==> src/rtl/nios2_soc_sysid_pkg.sv <==
// Shared constants for the extended system-ID slave: word map, CAPS layout,
// CTRL bit positions and reset values.
package nios2_soc_sysid_pkg;

   localparam int unsigned W_ID         = 0;
   localparam int unsigned W_TIMESTAMP  = 1;
   localparam int unsigned W_CAPS       = 2;
   localparam int unsigned W_SCRATCH    = 3;
   localparam int unsigned W_UPTIME_LO  = 4;
   localparam int unsigned W_UPTIME_HI  = 5;
   localparam int unsigned W_CTRL       = 6;
   localparam int unsigned W_IRQ_CMP    = 7;
   localparam int unsigned W_IRQ_STATUS = 8;

   localparam int CAPS_VER_LSB = 0;
   localparam int CAPS_IRQ_BIT = 16;
   localparam int CAPS_LAT_LSB = 20;

   localparam int CTRL_EN_BIT  = 0;
   localparam int CTRL_CLR_BIT = 1;

   localparam logic        RST_CTRL_EN = 1'b1;
   localparam logic [31:0] RST_SCRATCH = 32'h0000_0000;
   localparam logic [31:0] RST_IRQ_CMP = 32'hFFFF_FFFF;
   localparam logic [63:0] RST_UPTIME  = 64'h0;

   // CAPS word: version in the low half, IRQ presence flag, read latency nibble.
   function automatic logic [31:0] make_caps(input logic [15:0] version,
                                             input logic        irq_present,
                                             input int          latency);
      logic [31:0] caps;
      caps                        = '0;
      caps[CAPS_VER_LSB +: 16]    = version;
      caps[CAPS_IRQ_BIT]          = irq_present;
      caps[CAPS_LAT_LSB +: 4]     = 4'(latency);
      return caps;
   endfunction

endpackage

==> src/rtl/nios2_soc_sysid_ext_if.sv <==
// Avalon-MM slave bus bundle for the system-ID block (no waitrequest).
interface nios2_soc_sysid_ext_if #(
   parameter int ADDR_W = 4
);
   logic [ADDR_W-1:0] address;
   logic              read;
   logic              write;
   logic [31:0]       writedata;
   logic [3:0]        byteenable;
   logic [31:0]       readdata;
   logic              readdatavalid;

   modport master (
      output address, read, write, writedata, byteenable,
      input  readdata, readdatavalid
   );

   modport slave (
      input  address, read, write, writedata, byteenable,
      output readdata, readdatavalid
   );
endinterface

==> src/rtl/nios2_soc_sysid_rdpipe.sv <==
// Fixed-latency read return pipeline: valid and data shift together,
// synchronous flush drops everything in flight and zeroes the output.
module nios2_soc_sysid_rdpipe #(
   parameter int LATENCY = 1
) (
   input  logic        clock,
   input  logic        flush,
   input  logic        in_valid,
   input  logic [31:0] in_data,
   output logic        out_valid,
   output logic [31:0] out_data
);
   logic [LATENCY-1:0] vld;
   logic [31:0]        dat [LATENCY];

   // Shift stage by stage; data is zeroed on idle slots so readdata rests at 0.
   always_ff @(posedge clock) begin
      if (flush) begin
         vld <= '0;
         for (int i = 0; i < LATENCY; i++) dat[i] <= '0;
      end else begin
         vld[0] <= in_valid;
         dat[0] <= in_valid ? in_data : 32'h0;
         for (int i = 1; i < LATENCY; i++) begin
            vld[i] <= vld[i-1];
            dat[i] <= dat[i-1];
         end
      end
   end

   assign out_valid = vld[LATENCY-1];
   assign out_data  = dat[LATENCY-1];
endmodule

==> src/rtl/nios2_soc_sysid_ext.sv <==
// Extended system-ID slave: ID/timestamp at words 0/1, CAPS, scratch,
// 64-bit uptime with coherent LO->HI snapshot, CTRL, optional compare IRQ.
// Optional feature macro: NIOS2_SOC_SYSID_IRQ_EN (adds IRQ_CMP/IRQ_STATUS, drives irq).
module nios2_soc_sysid_ext
   import nios2_soc_sysid_pkg::*;
#(
   parameter logic [31:0] SYSTEM_ID    = 32'h0000_0000,
   parameter logic [31:0] TIMESTAMP    = 32'd1536242190,
   parameter logic [15:0] VERSION      = 16'h0002,
   parameter int          ADDR_W       = 4,
   parameter int          READ_LATENCY = 1
) (
   input  logic                  clock,
   input  logic                  reset,
   nios2_soc_sysid_ext_if.slave  bus,
   output logic                  irq
);
`ifdef NIOS2_SOC_SYSID_IRQ_EN
   localparam logic IRQ_PRESENT = 1'b1;
`else
   localparam logic IRQ_PRESENT = 1'b0;
`endif
   localparam logic [31:0] CAPS = make_caps(VERSION, IRQ_PRESENT, READ_LATENCY);

   logic [ADDR_W-1:0] addr;
   int unsigned       word_idx;
   logic [31:0]       scratch;
   logic              ctrl_en;
   logic [63:0]       uptime;
   logic [31:0]       uptime_hi_shadow;
   logic [31:0]       rd_mux;
   logic              wr_scratch;
   logic              wr_ctrl;
   logic              ctrl_clr;
   logic              rd_lo;

   assign addr     = bus.address;
   assign word_idx = 32'(addr);

   assign wr_scratch = bus.write && (word_idx == W_SCRATCH);
   assign wr_ctrl    = bus.write && (word_idx == W_CTRL) && bus.byteenable[0];
   assign ctrl_clr   = wr_ctrl && bus.writedata[CTRL_CLR_BIT];
   assign rd_lo      = bus.read && (word_idx == W_UPTIME_LO);

   // Scratch register with per-byte write lanes.
   always_ff @(posedge clock) begin
      if (reset) begin
         scratch <= RST_SCRATCH;
      end else if (wr_scratch) begin
         for (int b = 0; b < 4; b++)
            if (bus.byteenable[b]) scratch[8*b +: 8] <= bus.writedata[8*b +: 8];
      end
   end

   // CTRL enable bit; the clear bit is a write-only pulse and is not stored.
   always_ff @(posedge clock) begin
      if (reset)        ctrl_en <= RST_CTRL_EN;
      else if (wr_ctrl) ctrl_en <= bus.writedata[CTRL_EN_BIT];
   end

   // Uptime counter: clear wins over increment, wraps silently.
   always_ff @(posedge clock) begin
      if (reset)         uptime <= RST_UPTIME;
      else if (ctrl_clr) uptime <= 64'h0;
      else if (ctrl_en)  uptime <= uptime + 64'h1;
   end

   // Reading the low word freezes the matching high word for the next HI read.
   always_ff @(posedge clock) begin
      if (reset)      uptime_hi_shadow <= 32'h0;
      else if (rd_lo) uptime_hi_shadow <= uptime[63:32];
   end

`ifdef NIOS2_SOC_SYSID_IRQ_EN
   logic [31:0] irq_cmp;
   logic        irq_sts;
   logic        irq_set;
   logic        irq_clr;

   assign irq_set = ctrl_en && (uptime[31:0] == irq_cmp);
   assign irq_clr = bus.write && (word_idx == W_IRQ_STATUS) &&
                    bus.byteenable[0] && bus.writedata[0];

   // Compare value, per-byte writable.
   always_ff @(posedge clock) begin
      if (reset) begin
         irq_cmp <= RST_IRQ_CMP;
      end else if (bus.write && (word_idx == W_IRQ_CMP)) begin
         for (int b = 0; b < 4; b++)
            if (bus.byteenable[b]) irq_cmp[8*b +: 8] <= bus.writedata[8*b +: 8];
      end
   end

   // Sticky status, write-1-to-clear; a new match in the same cycle keeps it set.
   always_ff @(posedge clock) begin
      if (reset) irq_sts <= 1'b0;
      else       irq_sts <= irq_set | (irq_sts & ~irq_clr);
   end

   assign irq = irq_sts;
`else
   assign irq = 1'b0;
`endif

   // Read data mux, sampled in the read cycle (pre-write state).
   always_comb begin
      rd_mux = '0;
      case (word_idx)
         W_ID:         rd_mux = SYSTEM_ID;
         W_TIMESTAMP:  rd_mux = TIMESTAMP;
         W_CAPS:       rd_mux = CAPS;
         W_SCRATCH:    rd_mux = scratch;
         W_UPTIME_LO:  rd_mux = uptime[31:0];
         W_UPTIME_HI:  rd_mux = uptime_hi_shadow;
         W_CTRL:       rd_mux[CTRL_EN_BIT] = ctrl_en;
`ifdef NIOS2_SOC_SYSID_IRQ_EN
         W_IRQ_CMP:    rd_mux = irq_cmp;
         W_IRQ_STATUS: rd_mux[0] = irq_sts;
`endif
         default:      rd_mux = '0;
      endcase
   end

   nios2_soc_sysid_rdpipe #(
      .LATENCY (READ_LATENCY)
   ) u_rdpipe (
      .clock     (clock),
      .flush     (reset),
      .in_valid  (bus.read),
      .in_data   (rd_mux),
      .out_valid (bus.readdatavalid),
      .out_data  (bus.readdata)
   );
endmodule

==> src/flat_wrapper.sv <==
// flat-port wrapper written by rule: the top's interface ports become plain ports
module nios2_soc_sysid_ext_flat import nios2_soc_sysid_pkg::*;
#(
   parameter logic [31:0] SYSTEM_ID    = 32'h0000_0000,
   parameter logic [31:0] TIMESTAMP    = 32'd1536242190,
   parameter logic [15:0] VERSION      = 16'h0002,
   parameter int          ADDR_W       = 4,
   parameter int          READ_LATENCY = 1
)
  (clock, reset, irq, bus_address, bus_read, bus_write, bus_writedata, bus_byteenable, bus_readdata, bus_readdatavalid);
  nios2_soc_sysid_ext_if #(.ADDR_W(ADDR_W)) bus_i ();
  input  logic clock;
  input  logic reset;
  output logic irq;
  input wire logic [$bits(bus_i.address)-1:0] bus_address;
  input wire logic [$bits(bus_i.read)-1:0] bus_read;
  input wire logic [$bits(bus_i.write)-1:0] bus_write;
  input wire logic [$bits(bus_i.writedata)-1:0] bus_writedata;
  input wire logic [$bits(bus_i.byteenable)-1:0] bus_byteenable;
  output wire logic [$bits(bus_i.readdata)-1:0] bus_readdata;
  output wire logic [$bits(bus_i.readdatavalid)-1:0] bus_readdatavalid;
  assign bus_i.address = bus_address;
  assign bus_i.read = bus_read;
  assign bus_i.write = bus_write;
  assign bus_i.writedata = bus_writedata;
  assign bus_i.byteenable = bus_byteenable;
  assign bus_readdata = bus_i.readdata;
  assign bus_readdatavalid = bus_i.readdatavalid;
  nios2_soc_sysid_ext #(.SYSTEM_ID(SYSTEM_ID), .TIMESTAMP(TIMESTAMP), .VERSION(VERSION), .ADDR_W(ADDR_W), .READ_LATENCY(READ_LATENCY)) u_core (.clock(clock), .reset(reset), .bus(bus_i), .irq(irq));
endmodule
==> config.mk <==
export PLATFORM = sky130hd
export DESIGN_NAME = nios2_soc_sysid_ext_flat
export DESIGN_NICKNAME = d
export VERILOG_FILES = /design/src/rtl/nios2_soc_sysid_pkg.sv /design/src/rtl/nios2_soc_sysid_ext_if.sv /design/src/rtl/nios2_soc_sysid_rdpipe.sv /design/src/rtl/nios2_soc_sysid_ext.sv /design/src/flat_wrapper.sv
export SDC_FILE = /design/constraint.sdc
export NUM_CORES = 1
export LEC_CHECK = 0
export BUFFER_PORTS_ARGS = -buffer_cell sky130_fd_sc_hd__buf_2
export CORE_MARGIN = 4
export CORE_UTILIZATION = 58
export CTS_BUF_LIST = sky130_fd_sc_hd__clkbuf_16
export DETAILED_ROUTE_END_ITERATION = 8
export PLACE_DENSITY = 0.79
export SYNTH_ARGS = -nofsm -noshare
export SYNTH_HDL_FRONTEND = slang
export SYNTH_SLANG_ARGS = --single-unit
==> constraint.sdc <==
create_clock -name clock -period 2.4 [get_ports clock]
set_clock_uncertainty 0.05 [all_clocks]
set_input_delay 0.48 -clock clock [delete_from_list [all_inputs] [get_ports clock]]
set_output_delay 0.48 -clock clock [all_outputs]
set_load 0.005 [all_outputs]
==> results of run 1 <==
stage by stage:
| stage | util (%) | total power [W] | hold slack, ps | instances | cell area (um2) |
|---|---|---|---|---|---|
| after global routing | 70.11 | 0.005957 | 249.4 | 1020 | 8040 |
| after detailed placement | 64.42 | 0.002943 | 395.5 | 987 | 7387 |
| after global placement | 64.42 | 0.002935 | 399.0 | 987 | 7387 |
| after CTS | 69.99 | 0.005832 | 227.4 | 1019 | 8026 |
| after floorplan | - | 0.002860 | 383.2 | 789 | 6797 |
| final | 70.11 | 0.005822 | 236.1 | 1020 | 8040 |
how the worst max path moves through the flow:
stage	end	depth (start not counted)	slack, ps
final	u_core.uptime[44]	5	120
after CTS	u_core.uptime[56]	5	130
after floorplan	u_core.uptime[54]	6	340
after global placement	u_core.uptime[56]	5	120
after global routing	u_core.uptime[45]	5	10
after detailed placement	u_core.uptime[56]	5	160
synth_stat cells, types with 3 or more instances:
cell,n,area share (%)
or4_1,4,0.44
nand4_1,23,2.1
a21oi_1,81,6.0
buf_2,10,0.74
xnor2_1,21,2.7
nand2_1,108,6.0
dfxtp_1,162,48
nor2_1,85,4.7
nand2b_1,6,0.55
clkbuf_1,33,1.8
and4_1,7,0.90
and3_1,7,0.64
nor4_1,15,1.4
xor2_1,13,1.7
or3_1,25,2.3
mux2i_1,28,4.1
nand4_2,5,0.92
a222oi_1,17,2.5
nor3_1,12,0.88
o21ai_1,5,0.37
o21ai_0,30,2.2
nand3_1,32,2.4
and2_1,5,0.46
buf_4,3,0.33
a22oi_1,14,1.5
inv_1,10,0.55
layout make-up:
class | instances | area [um2]
well taps | 143 | 178.9
clock inverters | 15 | 214.0
fillers | 891 | 3427
inverters | 10 | 37.54
repair buffers | 103 | 608.1
flip-flops and latches | 162 | 3243
multi-input cells | 570 | 3333
clock buffers | 17 | 425.4
power by group:
part           internal (W)  switching (W)  total [W]
registers           0.00270      0.0000114    0.00271
logic             0.0000621       0.000117   0.000179
clock network       0.00184        0.00110    0.00293
cell families after synthesis:
group,after synthesis,synth area share (%)
compound gates,157,13.81
other cells,1,0.05518
flops,162,47.72
mux,28,4.124
buf+inv,57,3.498
fa+ha+maj,1,0.1841
xor+xnor,34,4.382
simple gates,349,26.23
critical path: cells and delay by family (launching register included):
family / cells / cell delay, ps
compound gates: 1 / 140
flops: 1 / 500
simple gates: 4 / 1510
routing by layer:
layer  GRT usage, %  vias to the layer above  wire (um)
met3          5.440                       64       1287
met4          14.46                        0        762
li1               -                     2978          -
met1          35.49                     3080       7786
met2          49.47                      314       9731
met5              0                        -          0
timing repair:
| item | CTS | global route |
|---|---|---|
| endpoints found under the setup margin | 0 | 3 |
| buffers inserted | 0 | 1 |
| gates resized for setup | 0 | 1 |
state kept, by name, summed over array words and instances, names as in the netlist:
name,cells
u_core.ctrl_en,1
u_core.u_rdpipe.dat,32
u_core.scratch,32
u_core.uptime_hi_shadow,32
u_core.u_rdpipe.out_valid,1
u_core.uptime,64
==> impl_metrics.csv, run 1 <==
group,metric,value,unit
finish,syn_to_final_growth,18.30,%
drt,first_iter_violations,840,
clock_tree,insertion_delay,430,ps
worst_setup_path,setup.worst_path.start_class,"flip-flop",
sta,fin_crit,2276,ps
sta,slew_violations,0,
global_routing,grt_max_degree,60,
floorplan,rows,39,
finish,layout-drive-gt1-share,16.99,%
yosys,synth_seq_area_share,47.72,%
sta,timing.setup.tns,0,ps
sta,worstMarginPinSlew,873.3,ps
drt,drc,0,
yosys,synth_edf_count,0,
drt,num_vias,6436,
placed_design,io_buffers,76,
yosys,yosys_warnings,0,
run_status,status,"finished clean",
yosys,synth_cell_types,49,
global_routing,grtUsageTotal,29.16,%
placed_design,gp_congestion,0.9247,
yosys,async_flop_share,0,%
clock_tree,clkSlewWorstSetupHoldPaths,60,ps
worst_setup_path,end_kind,"flip-flop",
drt,vias_per_cell,6.310,
min_path,hold_path_end,"u_core.scratch[20]",
clock_tree,root_buffer,"clkbuf_16",
floorplan,coreArea,11470,um2
floorplan,die_area,13510,um2
finish,layout_common_cells,"dfxtp_1, nand2_1, nor2_1",
clock_tree,cts_tree,"built",
sta,slew_headroom,41.56,%
min_path,min_from,"bus_writedata[20]",
sta,finalHoldViolCount,0,
sta,fin_crit_sh,94.84,%
pwr,p_leak,2.989,nW
drt,ant_nets,0,
sta,setup_viol,0,
yosys,netlist_area,6797,um2
drt,wl_per_cell,19.18,um
worst_setup_path,r2r_start,"u_core.uptime[17]",
floorplan,initial_core_util,59.27,%
yosys,syn_inst,789,
drt,dr.pass1.iters,7,
global_routing,antenna_found_initial,0,
min_path,whs_path_depth,3,
pwr,power_density,724.2,nW/um2
worst_setup_path,cp_max_fo,7,
floorplan,ioPinCount,78,
sta,max_clock_freq,439.3,MHz
worst_setup_path,crit_required,2710,ps
pwr,vdd.ir_drop.worst,0.001241,V
finish,num_antenna_cells,0,
worst_setup_path,r2r_setup_slack,120,ps
placed_design,hpwl,13740,um
global_routing,grt_pass1_wl,30730,um
worst_setup_path,crit_type,"reg -> reg",
finish,final_common_cell,"dfxtp_1",
yosys,syn-mean-instance-area,8.614,um2
clock_tree,cts.path.max_buffers,2,
yosys,synth_nets,834,
worst_setup_path,r2r_end,"u_core.uptime[44]",
global_routing,grt_pass1_vias,6132,
worst_setup_path,worst_path_largest_cell_delay,620,ps
floorplan,die-width,116.3,um
flow_run,cap_violations,0,
placed_design,place_ws,158.9,ps
worst_setup_path,reg2reg_depth,5,
yosys,ys_ff_latch,162,
global_routing,grt_overflow,0,
yosys,synthFlopType,"dfxtp_1",
sta,layout_setup_ws,123.7,ps
worst_setup_path,path_cells,"nand4_1 > or4_1 > or2_0 > or3_1 > a21oi_1",
finish,finalNetCount,909,
drt,drt_wl_total,19570,um
floorplan,die_h,116.3,um
worst_setup_path,crit_start,"u_core.uptime[17]",
sta,grt_setup_unrepaired,"no",
clock_tree,cts.sinks,162,
clock_tree,cts_hold_buf,0,
clock_tree,htreeDepth,4,
min_path,hold_class,"in -> reg",
worst_setup_path,cp_slowest_cell,"or4_1",
worst_setup_path,critical_path_arrival,2580,ps
clock_tree,cts_buffers,17,
Note: power is estimated with default switching activity, not from simulation.
==> run 2: changes to the inputs <==
- CORE_UTILIZATION: 58 -> 50
- CTS_BUF_LIST: sky130_fd_sc_hd__clkbuf_16 -> default
- PLACE_DENSITY: 0.79 -> 0.7
- SLEW_MARGIN: default -> 5
==> run 2 against run 1 <==
Cell count up 3.6%. Non-clock buffer count up 4. Via count down 2.7%. Clock-buffer cell count up 1. Final area about the same. Highest routed layer unchanged. Die area up 15%. Global-route usage down 4.3 points. Sequential power about the same. Largest power group is now sequential cells. Register-to-register slack about the same. Wire length down 2.6%. Core utilization down 9.7 points. First-iteration DRC count down 9.9%.
==> impl_metrics.csv, run 2 (same netlist as run 1, synthesis figures left out) <==
group,metric,value,unit
floorplan,ioPinCount,78,
sta,setup_viol,0,
finish,layout-drive-gt1-share,17.59,%
sta,slew_headroom,28.09,%
sta,fin_crit_sh,94.60,%
finish,largest_register,"u_core.uptime",
sta,grt_setup_unrepaired,"no",
floorplan,die_area,15520,um2
worst_setup_path,r2r_start,"u_core.uptime[20]",
global_routing,antenna_found_initial,0,
placed_design,gp_congestion,0.9136,
flow_run,cap_violations,0,
sta,finalHoldViolCount,0,
finish,num_antenna_cells,0,
floorplan,coreArea,13300,um2
worst_setup_path,worst_path_largest_cell_delay,490,ps
drt,num_vias,6264,
drt,ant_nets,0,
global_routing,grt_pass1_wl,31350,um
global_routing,grt_max_degree,68,
worst_setup_path,critPathTopFamily,"simple AND/OR/NAND/NOR gates",
floorplan,die-width,124.6,um
clock_tree,insertion_delay,440,ps
finish,finalNetCount,913,
placed_design,hpwl,13830,um
clock_tree,cts.path.max_buffers,2,
worst_setup_path,end_kind,"flip-flop",
min_path,hold_class,"in -> reg",
worst_setup_path,critical_path.most_common_cell,"nand4_1",
sta,worstMarginPinSlew,1079,ps
finish,final_common_cell,"dfxtp_1",
min_path,min_from,"bus_writedata[18]",
worst_setup_path,crit_required,2730,ps
clock_tree,clkSlewWorstSetupHoldPaths,70,ps
sta,timing.setup.tns,0,ps
clock_tree,cts_tree,"built",
clock_tree,cts.sinks,162,
sta,slew_violations,0,
worst_setup_path,cp_slowest_cell,"dfxtp_1",
pwr,p_leak,2.989,nW
drt,vias_per_cell,5.926,
worst_setup_path,cp_max_fo,7,
finish,largest_reg_flops,64,
finish,syn_to_final_growth,18.24,%
clock_tree,post_cts_buffers,0,
pwr,vdd.ir_drop.worst,0.0004899,V
drt,drt_wl_total,19060,um
clock_tree,post_cts.resized_instances,0,
drt,wl_per_cell,18.03,um
clock_tree,htreeDepth,4,
worst_setup_path,setup.worst_path.start_class,"flip-flop",
floorplan,rows,42,
clock_tree,cts_hold_buf,0,
global_routing,grt_overflow,0,
placed_design,io_buffers,76,
global_routing,grtUsageTotal,24.84,%
drt,drc,0,
worst_setup_path,path_cells,"nand4_1 > nor4_1 > nand4_1 > or3_1 > a21oi_1",
finish,final_util,60.45,%
drt,dr.pass1.iters,6,
floorplan,initial_core_util,51.12,%
pwr,power_density,693.5,nW/um2
worst_setup_path,crit_type,"reg -> reg",
floorplan,die_h,124.6,um
clock_tree,root_buffer,"clkbuf_16",
drt,first_iter_violations,757,
sta,max_clock_freq,440.4,MHz
sta,fin_crit,2270,ps
worst_setup_path,crit_start,"u_core.uptime[20]",
worst_setup_path,critical_path_arrival,2600,ps
global_routing,grt_pass1_vias,6136,
finish,layout_common_cells,"dfxtp_1, nand2_1, nor2_1",
run_status,status,"finished clean",
worst_setup_path,critPathBufInv,0,
clock_tree,cts_buffers,17,
run 2: through the flow:
stage | setup WS (ps) | total power, W | cell area [um2] | hold slack [ps] | std cells
after detailed placement | 187.7 | 0.002946 | 7453 | 398.7 | 1025
after floorplan | 339.3 | 0.002860 | 6797 | 383.2 | 789
after CTS | 158.8 | 0.005589 | 8036 | 213.0 | 1057
after global placement | 180.7 | 0.002941 | 7453 | 396.4 | 1025
after global routing | 4.341 | 0.005722 | 8036 | 226.7 | 1057
final | 129.6 | 0.005574 | 8036 | 214.3 | 1057
run 2: power breakdown:
| part | internal (W) | switching, W |
|---|---|---|
| registers | 0.00270 | 0.0000110 |
| logic | 0.0000633 | 0.000116 |
| clock network | 0.00149 | 0.00120 |
run 2: metal layers:
metal	global-route usage [%]	share of wire, %	vias up
met3	5.875	5.7	54
met4	10.25	3.4	0
li1	-	-	2981
met2	40.49	48	238
met5	0	0	-
met1	31.68	43	2991
run 2: final timing paths:
path                                                    end  slack, ps  depth (start not counted)
worst max-delay path                      u_core.uptime[56]        130                          5
worst min-delay path                     u_core.scratch[18]        210                          3
worst max register to register            u_core.uptime[56]        130                          5
worst min register to register  u_core.uptime_hi_shadow[30]        410                          2
run 2: final cells by class:
class	count	area, um2
clock buffer	18	439.2
clock inverter	14	143.9
fill	1174	5259
inverter	10	37.54
multi-input combinational	570	3327
sequential	162	3243
tap	176	220.2
timing repair buffer	107	625.6
run 2: worst register-to-register path, cell delays in order (launching register included):
cell	delay, ps
dfxtp_1	490
nand4_1	240
nor4_1	480
nand4_1	360
or3_1	440
a21oi_1	140
==> run 3: changes to the inputs <==
==> constraint.sdc (replaced) <==
create_clock -name clock -period 2.4 [get_ports clock]
set_clock_uncertainty 0.05 [all_clocks]
set_input_delay 0.24 -clock clock [delete_from_list [all_inputs] [get_ports clock]]
set_output_delay 0.24 -clock clock [all_outputs]
set_load 0.005 [all_outputs]
==> run 3 against run 2 <==
Core utilization barely moved. Clock power fell by 9.0%. Sequential share of layout area barely moved. Critical path depth rose by 1. Critical path type unchanged. Critical endpoint unchanged. Largest cell class unchanged. Highest routed layer unchanged.
==> impl_metrics.csv, run 3 (same netlist as run 1, synthesis figures left out) <==
group,metric,value,unit
run_status,status,"finished clean",
flow_run,cap_violations,0,
pwr,pwr-share-seq,50.8,%
worst_setup_path,end_kind,"flip-flop",
floorplan,rows,42,
clock_tree,clkSlewWorstSetupHoldPaths,60,ps
placed_design,hpwl,13880,um
floorplan,die_area,15520,um2
worst_setup_path,endpoint,"u_core.uptime[56]",
sta,worstMarginPinSlew,1103,ps
sta,timing.setup.tns,0,ps
worst_setup_path,critical_path_arrival,2560,ps
worst_setup_path,reg2reg_depth,6,
clock_tree,cts_tree,"built",
global_routing,grt_pass1_wl,31240,um
sta,max_clock_freq,443.1,MHz
worst_setup_path,r2r_end,"u_core.uptime[56]",
finish,nFillCells,1156,
finish,layout-drive-gt1-share,17.18,%
global_routing,grtUsageTotal,24.81,%
pwr,vdd.ir_drop.worst,0.0005054,V
floorplan,die_h,124.6,um
floorplan,coreArea,13300,um2
clock_tree,insertion_delay,420,ps
sta,grt_setup_unrepaired,"no",
pwr,clockPowerShare,45.7,%
sta,setup_viol,0,
pwr,sw_frac_of_total,22.91,%
worst_setup_path,crit_required,2710,ps
clock_tree,cts.path.max_buffers,2,
clock_tree,cts.sinks,162,
sta,fin_crit,2257,ps
placed_design,gp_congestion,0.9054,
floorplan,die-width,124.6,um
sta,layout_setup_ws,143.1,ps
finish,syn_to_final_growth,18.19,%
placed_design,io_buffers,76,
finish,largest_reg_flops,64,
drt,ant_nets,0,
worst_setup_path,crit_start,"u_core.uptime[0]",
finish,finalNetCount,917,
worst_setup_path,crit_type,"reg -> reg",
worst_setup_path,r2r_start,"u_core.uptime[0]",
placed_design,place_ws,224.8,ps
worst_setup_path,r2r_setup_slack,140,ps
min_path,hold_class,"in -> reg",
clock_tree,post_cts_buffers,0,
global_routing,grt_max_degree,68,
sta,slew_violations,0,
drt,drt_wl_total,19430,um
pwr,p_sw,0.001222,W
pwr,intPower,0.004112,W
placed_design,place_inst,1023,
floorplan,ioPinCount,78,
drt,first_iter_violations,706,
pwr,power_density,664.1,nW/um2
clock_tree,htreeDepth,4,
sta,slew_headroom,26.46,%
worst_setup_path,cp_max_fo,7,
clock_tree,root_buffer,"clkbuf_16",
worst_setup_path,setup.worst_path.start_class,"flip-flop",
sta,fin_crit_sh,94.04,%
sta,finalHoldViolCount,0,
finish,final_common_cell,"dfxtp_1",
finish,num_antenna_cells,0,
finish,layout.cells.non_filler,1061,
drt,wl_per_cell,18.32,um
pwr,comb_power_share,3.5,%
drt,num_vias,6298,
global_routing,grt_overflow,0,
finish,layout_common_cells,"dfxtp_1, nand2_1, nor2_1",
floorplan,initial_core_util,51.12,%
global_routing,antenna_found_initial,0,
drt,vias_per_cell,5.936,
drt,drc,0,
finish,largest_register,"u_core.uptime",
drt,dr.pass1.iters,7,
global_routing,grt_pass1_vias,6006,
pwr,p_leak,2.959,nW
clock_tree,cts_buffers,17,
-- run 3: cell types whose count changed in the layout (fill, tap and decap cells not counted), moves of 3 or more --
cell and delta:
clkinvlp_4 +7, dlygate4sd3_1 +6, inv_6 -6, clkinv_4 -3
-- run 3: layout make-up --
type	instances	area, um2	share of cell area, %
Sequential cell	162	3243	40.37
Timing Repair Buffer	111	670.6	8.349
Clock buffer	20	446.7	5.561
Inverter	10	37.54	0.4673
Multi-Input combinational cell	570	3328	41.43
Tap cell	176	220.2	2.741
Clock inverter	12	86.33	1.075
-- run 3: critical path, cell delays in order, from the launching register on --
cell and delay (ps):
dfxtp_1 400, ha_1 230, nand4_2 160, nor4_4 430, nand4_1 340, or3_1 440
a21oi_1 140
-- run 3: stage by stage --
| stage | hold WS (ps) | total power [W] | instance area (um2) | util (%) |
|---|---|---|---|---|
| 2_1_floorplan | 307.9 | 0.002860 | 6797 | - |
| 3_3_place_gp | 396.0 | 0.002939 | 7438 | 55.95 |
| 3_5_place_dp | 394.7 | 0.002945 | 7438 | 55.95 |
| 4_1_cts | 0.9839 | 0.005353 | 8031 | 60.41 |
| 5_1_grt | 8.759 | 0.005498 | 8033 | 60.42 |
| 6_report | 7.818 | 0.005334 | 8033 | 60.42 |
-- run 3: layer usage --
metal	routed length (um)	track usage, %	part of all wire, %
met5	0	0	0
met2	9624	42.49	50
met4	452	8.253	2.3
met1	8157	30.80	42
met3	1198	5.746	6.2
-- run 3: how the worst min path moves through the flow --
stage                     depth (start not counted)                        from  slack, ps                    endpoint
after global routing                              3           bus_writedata[23]          9          u_core.scratch[23]
after floorplan                                   1            bus_writedata[0]        310              u_core.ctrl_en
after global placement                            2  u_core.uptime_hi_shadow[9]        400  u_core.uptime_hi_shadow[9]
after detailed placement                          2  u_core.uptime_hi_shadow[9]        390  u_core.uptime_hi_shadow[9]
after CTS                                         3           bus_writedata[20]          1          u_core.scratch[20]
final                                             3           bus_writedata[23]          8          u_core.scratch[23]
-- run 3: what timing repair did --
item / 4_1_cts / 5_1_grt
endpoints found under the hold margin: 6 / 0
endpoints found under the setup margin: 0 / 1
hold buffers: 6 / 0
resized for setup: 0 / 1
-- run 3: power by group through the flow --
stage                     Sequential [W]  Clock [W]  Combinational, W
final                            0.00271    0.00244          0.000186
after global routing             0.00271    0.00259          0.000201
after CTS                        0.00271    0.00246          0.000183
after detailed placement         0.00277          0          0.000174
after global placement           0.00277          0          0.000169
after floorplan                  0.00277          0         0.0000931
